**src/rtl/ibex_pmp_chk_sched.sv**
```systemverilog
// Round-robin scheduler that shares one PMP check channel among NumReq requesters. The response comes 2 cycles after accept and is held until rsp_ready_i when RspHold=1.
// Define IBEX_PMP_CHK_SCHED_FIXED_PRIO_EN for fixed priority, where the lowest index wins.
module ibex_pmp_chk_sched #(
   parameter int unsigned NumReq  = 2,
   parameter bit          RspHold = 1'b1
) (
   input  logic                    clk_i,
   input  logic                    rst_ni,
   input  logic [NumReq-1:0]       req_valid_i,
   output logic [NumReq-1:0]       req_ready_o,
   input  logic [NumReq-1:0][33:0] req_addr_i,
   input  logic [NumReq-1:0][1:0]  req_type_i,
   input  logic [NumReq-1:0][1:0]  req_priv_i,
   output logic [NumReq-1:0]       rsp_valid_o,
   output logic                    rsp_err_o,
   input  logic [NumReq-1:0]       rsp_ready_i,
   output logic [33:0]             pmp_addr_o,
   output logic [1:0]              pmp_type_o,
   output logic [1:0]              pmp_priv_o,
   input  logic                    pmp_err_i,
   input  logic                    cfg_update_i,
   input  logic                    flush_i
);
   localparam int unsigned IdxW = (NumReq > 1) ? $clog2(NumReq) : 1;

   typedef enum logic [1:0] {IDLE, CHECK, RESP} state_e;

   state_e          state_q, state_d;
   logic [IdxW-1:0] idx_q, idx_d;
   logic [33:0]     addr_q, addr_d;
   logic [1:0]      type_q, type_d;
   logic [1:0]      priv_q, priv_d;
   logic            err_q, err_d;
   logic            found;
   logic            grant;
   logic [IdxW-1:0] win_idx;

`ifdef IBEX_PMP_CHK_SCHED_FIXED_PRIO_EN
   always_comb begin
      found   = 1'b0;
      win_idx = '0;
      for (int i = 0; i < NumReq; i++) begin
         if (!found && req_valid_i[i]) begin
            found   = 1'b1;
            win_idx = IdxW'(i);
         end
      end
   end
`else
   logic [IdxW-1:0] ptr_q, ptr_d;
   logic [IdxW-1:0] cand;

   // Search starts at the pointer and wraps, so every waiting requester is reached within NumReq accepts.
   always_comb begin
      found   = 1'b0;
      win_idx = '0;
      cand    = '0;
      for (int i = 0; i < NumReq; i++) begin
         cand = IdxW'((int'(ptr_q) + i) % int'(NumReq));
         if (!found && req_valid_i[cand]) begin
            found   = 1'b1;
            win_idx = cand;
         end
      end
   end

   always_comb begin
      ptr_d = ptr_q;
      if (grant) begin
         ptr_d = IdxW'((int'(win_idx) + 1) % int'(NumReq));
      end
   end

   always_ff @(posedge clk_i) begin
      if (!rst_ni) begin
         ptr_q <= '0;
      end else begin
         ptr_q <= ptr_d;
      end
   end
`endif

   always_comb begin
      state_d     = state_q;
      idx_d       = idx_q;
      addr_d      = addr_q;
      type_d      = type_q;
      priv_d      = priv_q;
      err_d       = err_q;
      grant       = 1'b0;
      req_ready_o = '0;
      rsp_valid_o = '0;
      rsp_err_o   = 1'b0;
      pmp_addr_o  = '0;
      pmp_type_o  = '0;
      pmp_priv_o  = '0;
      unique case (state_q)
         IDLE: begin
            if (found && !flush_i) begin
               grant                = 1'b1;
               req_ready_o[win_idx] = 1'b1;
               idx_d                = win_idx;
               addr_d               = req_addr_i[win_idx];
               type_d               = req_type_i[win_idx];
               priv_d               = req_priv_i[win_idx];
               state_d              = CHECK;
            end
         end
         CHECK: begin
            pmp_addr_o = addr_q;
            pmp_type_o = type_q;
            pmp_priv_o = priv_q;
            // A CSR write this cycle may invalidate the checker result, so sample again next cycle.
            if (flush_i) begin
               state_d = IDLE;
            end else if (!cfg_update_i) begin
               err_d   = pmp_err_i;
               state_d = RESP;
            end
         end
         RESP: begin
            // Flush hides the response in this cycle so that no handshake can complete.
            if (flush_i) begin
               state_d = IDLE;
            end else begin
               rsp_valid_o[idx_q] = 1'b1;
               rsp_err_o          = err_q;
               if (!RspHold || rsp_ready_i[idx_q]) begin
                  state_d = IDLE;
               end
            end
         end
         default: state_d = IDLE;
      endcase
   end

   always_ff @(posedge clk_i) begin
      if (!rst_ni) begin
         state_q <= IDLE;
         idx_q   <= '0;
         addr_q  <= '0;
         type_q  <= '0;
         priv_q  <= '0;
         err_q   <= 1'b0;
      end else begin
         state_q <= state_d;
         idx_q   <= idx_d;
         addr_q  <= addr_d;
         type_q  <= type_d;
         priv_q  <= priv_d;
         err_q   <= err_d;
      end
   end

endmodule

```
**config.mk**
```make
export PLATFORM = sky130hd
export DESIGN_NAME = ibex_pmp_chk_sched
export DESIGN_NICKNAME = d
export VERILOG_FILES = /design/src/rtl/ibex_pmp_chk_sched.sv
export SDC_FILE = /design/constraint.sdc
export NUM_CORES = 1
export LEC_CHECK = 0
export BUFFER_PORTS_ARGS = -buffer_cell sky130_fd_sc_hd__buf_2
export CAP_MARGIN = 20
export CORE_MARGIN = 2
export CORE_UTILIZATION = 44
export CTS_BUF_LIST = sky130_fd_sc_hd__clkbuf_8 sky130_fd_sc_hd__clkbuf_16
export DETAILED_ROUTE_END_ITERATION = 16
export PLACE_DENSITY = 0.8
export SLEW_MARGIN = 10
export SYNTH_ARGS = -nofsm -noshare
export SYNTH_HDL_FRONTEND = slang
export SYNTH_SLANG_ARGS = --single-unit
```
**constraint.sdc**
```tcl
create_clock -name clk_i -period 2 [get_ports clk_i]
set_input_delay 0.4 -clock clk_i [delete_from_list [all_inputs] [get_ports clk_i]]
set_output_delay 0.4 -clock clk_i [all_outputs]
set_load 0.05 [all_outputs]
```
# --- Word level (Yosys, flattened, before mapping) ---
# Index checks and enable logic that the tools add are counted.
classes:
  n_eq_ne: 5
  muxes: 37
  reduce_logical: 10
  n_addsub: 2
  magnitude_cmp: 6
  bitwise_logic: 2
ops:
  columns: ["operator", "count"]
  rows:
  - ["34-bit two-way mux", 3]
  - ["2-bit two-way mux", 15]
  - ["1-bit two-way mux", 16]
  - ["1-bit by 2-bit < comparator with 1-bit output (second input constant)", 4]
  - ["3-bit inequality test (second input constant)", 2]
  - ["2-bit one-hot mux with 3 select lines", 1]
  - ["3-bit AND reduction", 2]
  - ["1-bit logical AND", 4]
  - ["1-bit adder (second input constant)", 2]
  - ["1-bit demux with 1-bit select", 2]
  - ["2-bit by 1-bit equality test with 1-bit output (second input constant)", 1]
  - ["2-bit equality test (second input constant)", 1]
  - ["1-bit greater-or-equal comparator (second input constant)", 2]
  - ["1-bit zero test", 2]
  - ["2-bit zero test", 1]
  - ["2-bit inequality test (second input constant)", 1]
  - ["1-bit NOT", 2]
  - ["2-bit AND reduction", 1]
word_totals:
  inputBits: 85
  out_inout_bits: 43
  register_bits: 43
  word_cells: 69

# --- Depth between registers and ports, before layout ---
# Gate-level depths: netlist of the first run.
depth:
  depth_word: 12
  mapped_depth: 5
  mapped_depth_nobuf: 3

# --- Worst setup path before layout of the first run ---
# Ideal clock, no wire load.
synth_timing:
  path_type: "flip-flop to output port"
  startpoint: "register state_q[0]"
  endpoint: "output port pmp_addr_o[11]"
  required_ns: 1.600
  setup_slack_ns: 0.118
  arrival_time_ns: 1.482
  stages_incl_launch_ff: 5
  cell_sequence: "dfxtp_1 > nor2b_1 > clkbuf_1 > clkbuf_1 > and2_1"
synth_between:
  elab_chain_cells: 2
synth_rtl:
  columns: ["item", "line", "text"]
  rows:
  - ["start: declaration", "28", "state_e state_q, state_d;"]
  - ["start signal: assignment", "146", "state_q <= state_d;"]
  - ["2-bit by 1-bit equality test with 1-bit output", "97", "unique case (state_q)"]
  - ["34-bit two-way mux", "97", null]
  - ["end: declaration", "17", "output logic [33:0] pmp_addr_o,"]
# No other way between the ends.

# --- Worst setup path after layout of the first run ---
layout_timing:
  startpoint: "register state_q[0]"
  endpoint: "output port pmp_addr_o[27]"
# Same word-level chain as after synthesis.

==> results of run 1 <==
-- state kept, by name, summed over array words and instances, names as in the netlist --
name,cells
idx_q,1
addr_q,34
state_q,2
err_q,1
ptr_q,1
priv_q,2
type_q,2
-- logic make-up (layout without fill, tap and decap cells) --
family,count (synthesis),in the layout,synth area share
and+or+nand+nor,96,96,0.230
AOI/OAI and AO/OA,44,44,0.189
muxes,2,2,0.00903
DFF,43,43,0.388
buffers and inverters,99,220,0.184
-- cell type report --
| type | count | share of cell area |
|---|---|---|
| inverter | 77 | 0.0959 |
| timing repair buffer | 135 | 0.240 |
| clock buffer | 7 | 0.0320 |
| multi-input combinational | 142 | 0.317 |
| tap | 67 | 0.0278 |
| clock inverter | 1 | 0.00125 |
| sequential | 43 | 0.286 |
-- routing by layer --
layer  up-vias  share of wire  wire length (µm)
li1       1168              -                 -
met1      1070           0.44              2530
met2       104           0.48              2780
met3         9          0.069               401
met4         0          0.016                95
met5         -              0                 0
-- power groups by stage --
stage / registers (mW) / logic (mW) / clock network, mW
after global placement: 0.995 / 0.430 / 0
after global routing: 0.990 / 0.483 / 0.630
after floorplan: 0.988 / 0.293 / 0
after detailed placement: 0.999 / 0.439 / 0
final: 0.980 / 0.440 / 0.586
after CTS: 0.980 / 0.440 / 0.602
-- stage by stage --
step,hold slack (ps),power [mW],instances,utilization,setup WS [ps]
after floorplan,456,1.28,284,-,118
after global placement,463,1.42,464,0.604,346
after detailed placement,470,1.44,464,0.604,340
after CTS,342,2.02,472,0.625,19.9
after global routing,359,2.10,472,0.630,-9.50
final,349,2.00,472,0.630,114
-- what timing repair did --
item	4_1_cts	5_1_grt
buffers inserted	0	0
endpoints found under the setup margin	0	41
endpoints found under the hold margin	0	0
resized for setup	0	8
-- cell usage in the layout, fill, tap and decap left out --
| master | instances |
|---|---|
| nor2_1 | 2 |
| nor2b_2 | 1 |
| nand3b_1 | 2 |
| a222oi_1 | 38 |
| nor3_2 | 1 |
| or3_1 | 1 |
| clkbuf_8 | 7 |
| mux2i_1 | 2 |
| nor3b_2 | 1 |
| nor4b_1 | 1 |
| nand2_1 | 40 |
| nand2b_1 | 2 |
| a21oi_1 | 2 |
| buf_12 | 1 |
| nor2b_1 | 2 |
| and3_4 | 1 |
| and3_1 | 1 |
| dfxtp_2 | 1 |
| o21a_1 | 2 |
| o21ai_0 | 1 |
| buf_4 | 7 |
| inv_1 | 78 |
| nor3_1 | 1 |
| clkbuf_4 | 6 |
| dfxtp_1 | 42 |
| a2111oi_0 | 1 |
| and2_1 | 40 |
| buf_2 | 121 |
-- worst max path at each step --
stage          startpoint             end  slack, ps  cells past startpoint
6_report       state_q[0]  pmp_addr_o[27]        110                      4
5_1_grt        state_q[0]  pmp_addr_o[31]         -9                      4
4_1_cts        state_q[0]   pmp_addr_o[6]         20                      4
3_5_place_dp   state_q[0]  pmp_addr_o[11]        340                      4
3_3_place_gp   state_q[0]   pmp_addr_o[2]        350                      4
2_1_floorplan  state_q[0]  pmp_addr_o[11]        120                      4
-- worst min-delay path: stages --
cell and delay [ps]:
buf_2 90, inv_1 40, a222oi_1 50
==> impl_results.md, run 1 <==
* Yosys warnings at 0
* Vias in the first global route at 2115
* Share of layout cells above drive strength 1 at 0.363
* Die Width at 75.0 µm
* Max cap viols at 0
* GR Layer Usage met3 at 0.0335
* Post-CTS Hold Buffers at 0
* CTS tree: yes
* # rows at 25
* PortBufs at 127
* Synth area leader: dfxtp_1
* Slowest CP cell: dfxtp_2
* DR DRC count at 0
* Final nets at 489
* Top cell type's share of synthesized area at 0.388
* CTS Sinks at 43
* RD Place Congestion at 0.916
* Final Hold Fails at 0
* Clk pin slew, worst setup/hold paths at 80 ps
* HPWL Detailed at 4.17 mm
* Setup skew after layout at 5.66 ps
* R2r setup slk at 430 ps
* Reg2reg end: addr_q[19]
* HP Class: input pin to flip-flop
* Net Switching at 0.571 mW
* Wire length per cell at 12.3 µm
* Int Pwr at 1.43 mW
* Synth top cells by count: 77 x inv_1, 43 x dfxtp_1, 40 x and2_1, 40 x nand2_1, 38 x a222oi_1
* H-tree levels at 2
* Most common cell in the netlist: inv_1
* Setup tns final at 0 ps
* Slew Viols, Final at 0
* Final setup viols at 0
* All-Layer GR Usage at 0.202
* Fin crit period at 1890 ps
* Largest net degree at the start of global routing at 40
* Final Instance Area at 3010 µm²
* Clk_lat worst skew at 290 ps
* Total gr overflow at 0
* Vias per std cell at 4.98
* Switching Share at 0.285
* Met1 usage at 0.253
* Drt pass-1 iters at 9
* Post-synth cell types at 25
* Status: finished, final reports clean
* Top Ports at 128
* # fillers at 427
* Slew margin rel. at 0.722
* Worst Hold Path EP: addr_q[7]
* Leak at 1.71 nW
* Post-synth EDFFs at 0
* Chip Height at 75.0 µm
* Startpoint Class: flip-flop
* Post-synthesis sequential element count at 43
* Worst hold start: req_addr_i[41]
* Pwr dens at 665 nW/µm²
* Crit-path max cell delay at 400 ps
* Synth Cell Area at 2220 µm²
* Clk buf depth at 2
* Synth Area per Inst at 7.81 µm²
* Via Count at 2351
* Top_reg_cell synth: dfxtp_1
* First-pass GRT wire length at 8.86 mm
* Mapped Nets at 369
* Crit path max fanout at 19
* Initial core utilization at 0.463
* Antenna Nets Post-Route at 0
* Mapped Cells at 284
* Comb power frac at 0.219
* Critical path class: flip-flop to primary output
* Register Area at 862 µm²
* GR Util met2 at 0.342
* Peak Freq at 0.530 GHz
* Worst Tran Pin Value at 417 ps
* CP top delay family: buffers and inverters
* Flop pwr share at 0.489
* Worst hold path depth at 3
* Cell Chain, Critical Path: nor2b_2 > buf_4 > and2_1 > buf_2
* Arr. time, crit path at 1490 ps
* Worst path required time at 1600 ps
* Area contributors post-synth: dfxtp_1 39%, a222oi_1 17%, inv_1 13%
* Max VDD drop at 0.000390 V
* Most Used Layer, Global Route: met2
* Ant diodes at 0
* Dpl cell area at 2890 µm²
* Seq/Total Area, Yosys at 0.388
* Fin crit share at 0.943
* Worst R2R Start: state_q[1]
* Clock network power share at 0.292
* Multi-input gate area at 956 µm²
* Number of DRC markers in iteration 0 at 238
* Total die area at 5620 µm²
* CP endpoint kind: primary output
* Worst reg2reg path depth at 4
* Root Buffer: clkbuf_8
* Initial antenna violation count at 0
* Async set-reset flop share out of synthesis at 0
* Area Growth Syn to Fin at 35.9%
* Crit path buffers/inverters at 2
* CTS Buf Count at 5
* Total wire length at 5.80 mm
* Core area at 4790 µm²
Power figures use the tool's default switching activity.
==> run 2, diff against run 1 <==
--- a/config.mk
+++ b/config.mk
@@ -7,11 +7,13 @@
 export LEC_CHECK = 0
 export BUFFER_PORTS_ARGS = -buffer_cell sky130_fd_sc_hd__buf_2
 export CAP_MARGIN = 20
+export CELL_PAD_IN_SITES_DETAIL_PLACEMENT = 2
+export CELL_PAD_IN_SITES_GLOBAL_PLACEMENT = 2
 export CORE_MARGIN = 2
-export CORE_UTILIZATION = 44
+export CORE_UTILIZATION = 22
 export CTS_BUF_LIST = sky130_fd_sc_hd__clkbuf_8 sky130_fd_sc_hd__clkbuf_16
 export DETAILED_ROUTE_END_ITERATION = 16
-export PLACE_DENSITY = 0.8
+export PLACE_DENSITY_LB_ADDON = 0.1
 export SLEW_MARGIN = 10
 export SYNTH_ARGS = -nofsm -noshare
 export SYNTH_HDL_FRONTEND = slang
==> run 2 against run 1 <==
Die area increased by 94%. Count of clock-buffer cells in the layout down 2. Register-to-register slack better by 30 ps. First-iteration DRC count down 39%. Hold slack hardly changed. Largest power group unchanged.
==> impl_results.md, run 2 (same netlist as run 1, synthesis figures left out) <==
* Total gr overflow at 0 (unchanged)
* Final nets at 491 (+0.41%)
* Fin crit period at 1910 ps (+27.8 ps)
* Status: finished, final reports clean
* Share of layout cells above drive strength 1 at 0.363 (unchanged)
* CTS Buf Count at 5 (unchanged)
* Worst path required time at 1600 ps (about the same)
* Clk_lat worst skew at 290 ps (about the same)
* Drt pass-1 iters at 7 (-2)
* Via Count at 2424 (+3.1%)
* Crit path launch: state_q[1]
* Total wire length at 7.97 mm (+37%)
* Commonest non-fill, non-tap cell in the layout: buf_2
* Wire length per cell at 14.8 µm (+20%)
* Fin cells at 538 (+14%)
* CTS tree: yes
* Initial antenna violation count at 0 (unchanged)
* Worst hold start: req_addr_i[67]
* Post-Place Cells at 532 (+15%)
* HP Class: input pin to flip-flop
* Arr. time, crit path at 1510 ps (+20 ps)
* Largest net degree at the start of global routing at 25 (-38%)
* DR DRC count at 0 (unchanged)
* Peak Freq at 0.522 GHz (-1.5%)
* Total die area at 10900 µm² (+94%)
* Max reg flops at 34 (unchanged)
* RD Place Congestion at 0.701 (-23%)
* Root Buffer: clkbuf_8
* Leak at 1.69 nW (-1.2%)
* H-tree levels at 2 (unchanged)
* Fin crit share at 0.957 (+0.0139)
* Die Width at 104 µm (+39%)
* Top Ports at 128 (unchanged)
* Final Hold Fails at 0 (unchanged)
* First-pass GRT wire length at 13.3 mm (+51%)
* # rows at 36 (+44%)
* Post-CTS Hold Buffers at 0 (unchanged)
* Startpoint Class: flip-flop
* CTS Sinks at 43 (unchanged)
* Postcts setup bufs at 0 (unchanged)
* Number of DRC markers in iteration 0 at 144 (-39%)
* Setup skew after layout at 4.04 ps (-1.62 ps)
* Vias in the first global route at 2724 (+29%)
* Initial core utilization at 0.227 (-0.236)
* Core area at 9770 µm² (+100%)
* Clk pin slew, worst setup/hold paths at 80 ps (about the same)
* Chip Height at 104 µm (+39%)
* PortBufs at 127 (unchanged)
* Area Growth Syn to Fin at 42.5%
* CP endpoint kind: primary output
* Worst R2R Start: state_q[1]
* Largest reg by FF count: addr_q
* Pwr dens at 619 nW/µm² (-6.9%)
* Slew margin rel. at 0.762 (+0.0398)
* Max cap viols at 0 (unchanged)
* All-Layer GR Usage at 0.151 (-0.0511)
* Most frequent cells in the layout: 91 x buf_2, 78 x inv_1, 42 x dfxtp_1, 40 x and2_1, 40 x nand2_1
* HPWL Detailed at 6.05 mm (+45%)
* Ant diodes at 0 (unchanged)
* Worst hold path depth at 3 (unchanged)
* Worst Tran Pin Value at 353 ps (-64.7 ps)
* Slew Viols, Final at 0 (unchanged)
* Worst reg2reg path depth at 4 (unchanged)
* Final setup viols at 0 (unchanged)
* Vias per std cell at 4.51 (-9.5%)
* Clk buf depth at 2 (unchanged)
* Antenna Nets Post-Route at 0 (unchanged)
* RSZ-0062 raised after global routing: yes
* Total Power at 1.96 mW (-2.4%)
* Crit path max fanout at 7 (-12)
* Critical path class: flip-flop to primary output
* # fillers at 1213 (+180%)
* Max VDD drop at 0.000200 V (-49%)
==> run 2: changes by cell type in the layout (fill, tap and decap cells not counted), sizes merged <==
cell	before	now
buf	129	109
clkbuf	13	33
==> run 2: path summary, 6_finish.rpt <==
| path | to | slack (ps) |
|---|---|---|
| worst max register to register | addr_q[10] | 460 |
| worst min register to register | addr_q[1] | 480 |
| worst min-delay path | addr_q[33] | 350 |
| worst max-delay path | req_ready_o[0] | 90 |
==> run 2: per-layer routing <==
| layer | up-vias | global-route usage | wire (µm) |
|---|---|---|---|
| met2 | 80 | 0.276 | 3850 |
| met1 | 1165 | 0.176 | 3590 |
| li1 | 1172 | - | - |
| met5 | - | 0 | 0 |
| met4 | 0 | 0.0347 | 73 |
| met3 | 7 | 0.0363 | 454 |
==> run 2: power by group <==
group / total (mW) / internal (mW) / switching [mW]
logic: 0.465 / 0.195 / 0.270
clock network: 0.509 / 0.228 / 0.280
registers: 0.982 / 0.941 / 0.0410
total: 1.96 / 1.36 / 0.591
==> run 2: layout make-up <==
class,count,area [µm²],area share
Clock inverter,1,3.75,0.00119
Clock buffer,5,68.8,0.0218
Sequential cell,43,862,0.273
Timing Repair Buffer,137,813,0.257
Multi-Input combinational cell,142,956,0.303
Inverter,77,289,0.0915
Tap cell,133,166,0.0527
==> run 2: timing repair <==
action | CTS | global route
pin swaps | 0 | 0
setup endpoints to repair | 38 | 28
cloned | 0 | 0
gates resized for setup | 9 | 29
==> run 2: worst max-delay path: stages, from the launching register on <==
cell and delay (ps):
dfxtp_1 380, nor3_2 280, and3_4 280, buf_2 270
==> run 2: per-stage QoR <==
stage / hold WS, ps / worst slack [ps] / TNS, ps / util / cell area (µm²)
after global placement: 465 / 268 / 0 / 0.306 / 2990
after global routing: 352 / -41.6 / -256 / 0.323 / 3160
final: 348 / 85.8 / 0 / 0.323 / 3160
after floorplan: 456 / 118 / 0 / - / 2220
after CTS: 336 / 22.4 / 0 / 0.316 / 3080
after detailed placement: 475 / 281 / 0 / 0.306 / 2990
==> run 3, diff against run 2 <==
==> constraint.sdc (replaced) <==
create_clock -name clk_i -period 2.02 [get_ports clk_i]
set_input_delay 0.404 -clock clk_i [delete_from_list [all_inputs] [get_ports clk_i]]
set_output_delay 0.404 -clock clk_i [all_outputs]
set_load 0.05 [all_outputs]
==> run 3 against run 2 <==
Cell count increased by 0.19%. Die area unchanged. Critical endpoint unchanged. Count of clock-buffer cells in the layout stayed put. Clock skew shrank 0.55 ps.
==> impl_results.md, run 3 (same netlist as run 1, synthesis figures left out) <==
* Status: finished, final reports clean
* Largest reg by FF count: addr_q
* HP Class: input pin to flip-flop
* Max cap viols at 0 (unchanged)
* Vias per std cell at 4.43 (-1.6%)
* Crit path max fanout at 8 (+1)
* Critical path class: flip-flop to primary output
* Slew margin rel. at 0.698 (-0.0637)
* RSZ-0062 raised after global routing: yes
* Max VDD drop at 0.000209 V (+4.2%)
* Chip Height at 104 µm (unchanged)
* Startpoint Class: flip-flop
* Antenna Nets Post-Route at 0 (unchanged)
* Setup skew after layout at 3.49 ps (-0.547 ps)
* CTS tree: yes
* Dpl cell area at 3000 µm² (+0.25%)
* CTS Sinks at 43 (unchanged)
* Drt pass-1 iters at 6 (-1)
* Final Instance Area at 3160 µm² (about the same)
* Final setup viols at 0 (unchanged)
* Fin crit period at 1950 ps
* Root Buffer: clkbuf_8
* Fin crit share at 0.964
* Initial core utilization at 0.227 (unchanged)
* Peak Freq at 0.513 GHz
* H-tree levels at 2 (unchanged)
* Largest net degree at the start of global routing at 25 (unchanged)
* Total wire length at 7.97 mm (about the same)
* Worst Tran Pin Value at 447 ps (+94.2 ps)
* # rows at 36 (unchanged)
* Initial antenna violation count at 0 (unchanged)
* Arr. time, crit path at 1540 ps (+30 ps)
* Leak at 1.70 nW (+0.24%)
* Ant diodes at 0 (unchanged)
* Max reg flops at 34 (unchanged)
* Vias in the first global route at 2675 (-1.8%)
* RD Place Congestion at 0.712 (+1.6%)
* First-pass GRT wire length at 13.3 mm (-0.36%)
* Die Width at 104 µm (unchanged)
* Clk buf depth at 2 (unchanged)
* PortBufs at 127 (unchanged)
* Worst path required time at 1620 ps (+20 ps)
* Area Growth Syn to Fin at 42.6% (about the same)
* Share of layout cells above drive strength 1 at 0.365 (+0.00157)
* Via Count at 2390 (-1.4%)
* Most frequent cells in the layout: 95 x buf_2, 78 x inv_1, 42 x dfxtp_1, 40 x and2_1, 40 x nand2_1
* R2r setup slk at 460 ps (about the same)
* Final Hold Slack at 354 ps (+6.01 ps)
* All-Layer GR Usage at 0.150 (-0.000979)
* HPWL Detailed at 6.00 mm (-0.83%)
* Final Hold Fails at 0 (unchanged)
* Wire length per cell at 14.8 µm (-0.20%)
* CP endpoint kind: primary output
* # fillers at 1180 (-2.7%)
* Final nets at 492 (+0.20%)
* Clk_lat worst skew at 290 ps (about the same)
* Commonest non-fill, non-tap cell in the layout: buf_2
* Total gr overflow at 0 (unchanged)
* Pwr dens at 614 nW/µm² (-0.77%)
* CTS Buf Count at 5 (unchanged)
* Clk pin slew, worst setup/hold paths at 80 ps (about the same)
* DR DRC count at 0 (unchanged)
* Number of DRC markers in iteration 0 at 147 (+2.1%)
* Total die area at 10900 µm² (unchanged)
* Slew Viols, Final at 0 (unchanged)
* Core area at 9770 µm² (unchanged)
* Top Ports at 128 (unchanged)
-- run 3: changes by cell type in the layout (fill, tap and decap cells not counted) --
cell and delta:
buf_4 -7, buf_6 +1, buf_2 +4, clkbuf_4 +3
-- run 3: timing repair --
action                     4_1_cts  5_1_grt
resized for setup                2       33
setup endpoints to repair       24       24
hold buffers                     0        0
buffers inserted                 0        0
-- run 3: per-layer routing --
metal	up-vias	part of all wire	GRT usage	wire (µm)
li1	1173	-	-	-
met1	1121	0.44	0.182	3480
met2	91	0.49	0.267	3870
met3	5	0.072	0.0357	576
met4	0	0.0059	0.0319	47
met5	-	0	0	0
-- run 3: final timing paths --
path                 startpoint             end  cells after the start
hold / removal    req_type_i[3]       type_q[1]                      3
setup reg to reg     state_q[1]      addr_q[24]                      4
hold reg to reg      addr_q[22]      addr_q[22]                      2
setup / recovery     state_q[1]  req_ready_o[0]                      3
-- run 3: area by class of cell --
type	instances	area [µm²]	share of cell area
clock buffers	5	68.8	0.0218
clock inverters	1	3.75	0.00119
inverters	77	289	0.0914
multi-input cells	142	956	0.302
flip-flops and latches	43	862	0.273
well taps	133	166	0.0527
repair buffers	138	815	0.258
-- run 3: stage by stage --
step	worst slack (ps)	util	cells	setup TNS [ps]	total power, mW
floorplan	134	-	284	0	1.27
global placement	296	0.307	533	0	1.44
detailed placement	269	0.307	533	0	1.45
CTS	35.9	0.315	539	0	1.99
global route	-66.6	0.323	539	-208	2.07
finish	72.5	0.323	539	0	1.94
-- run 3: where the power goes --
group | switching, mW | leakage [nW] | internal (mW)
clock | 0.283 | 0.0413 | 0.226
sequential | 0.0393 | 0.356 | 0.932
combinational | 0.267 | 1.30 | 0.194
-- run 3: worst max-delay path, stage by stage (launching register included) --
cell	delay, ps
dfxtp_1	390
nor3_2	290
and3_4	300
buf_2	280
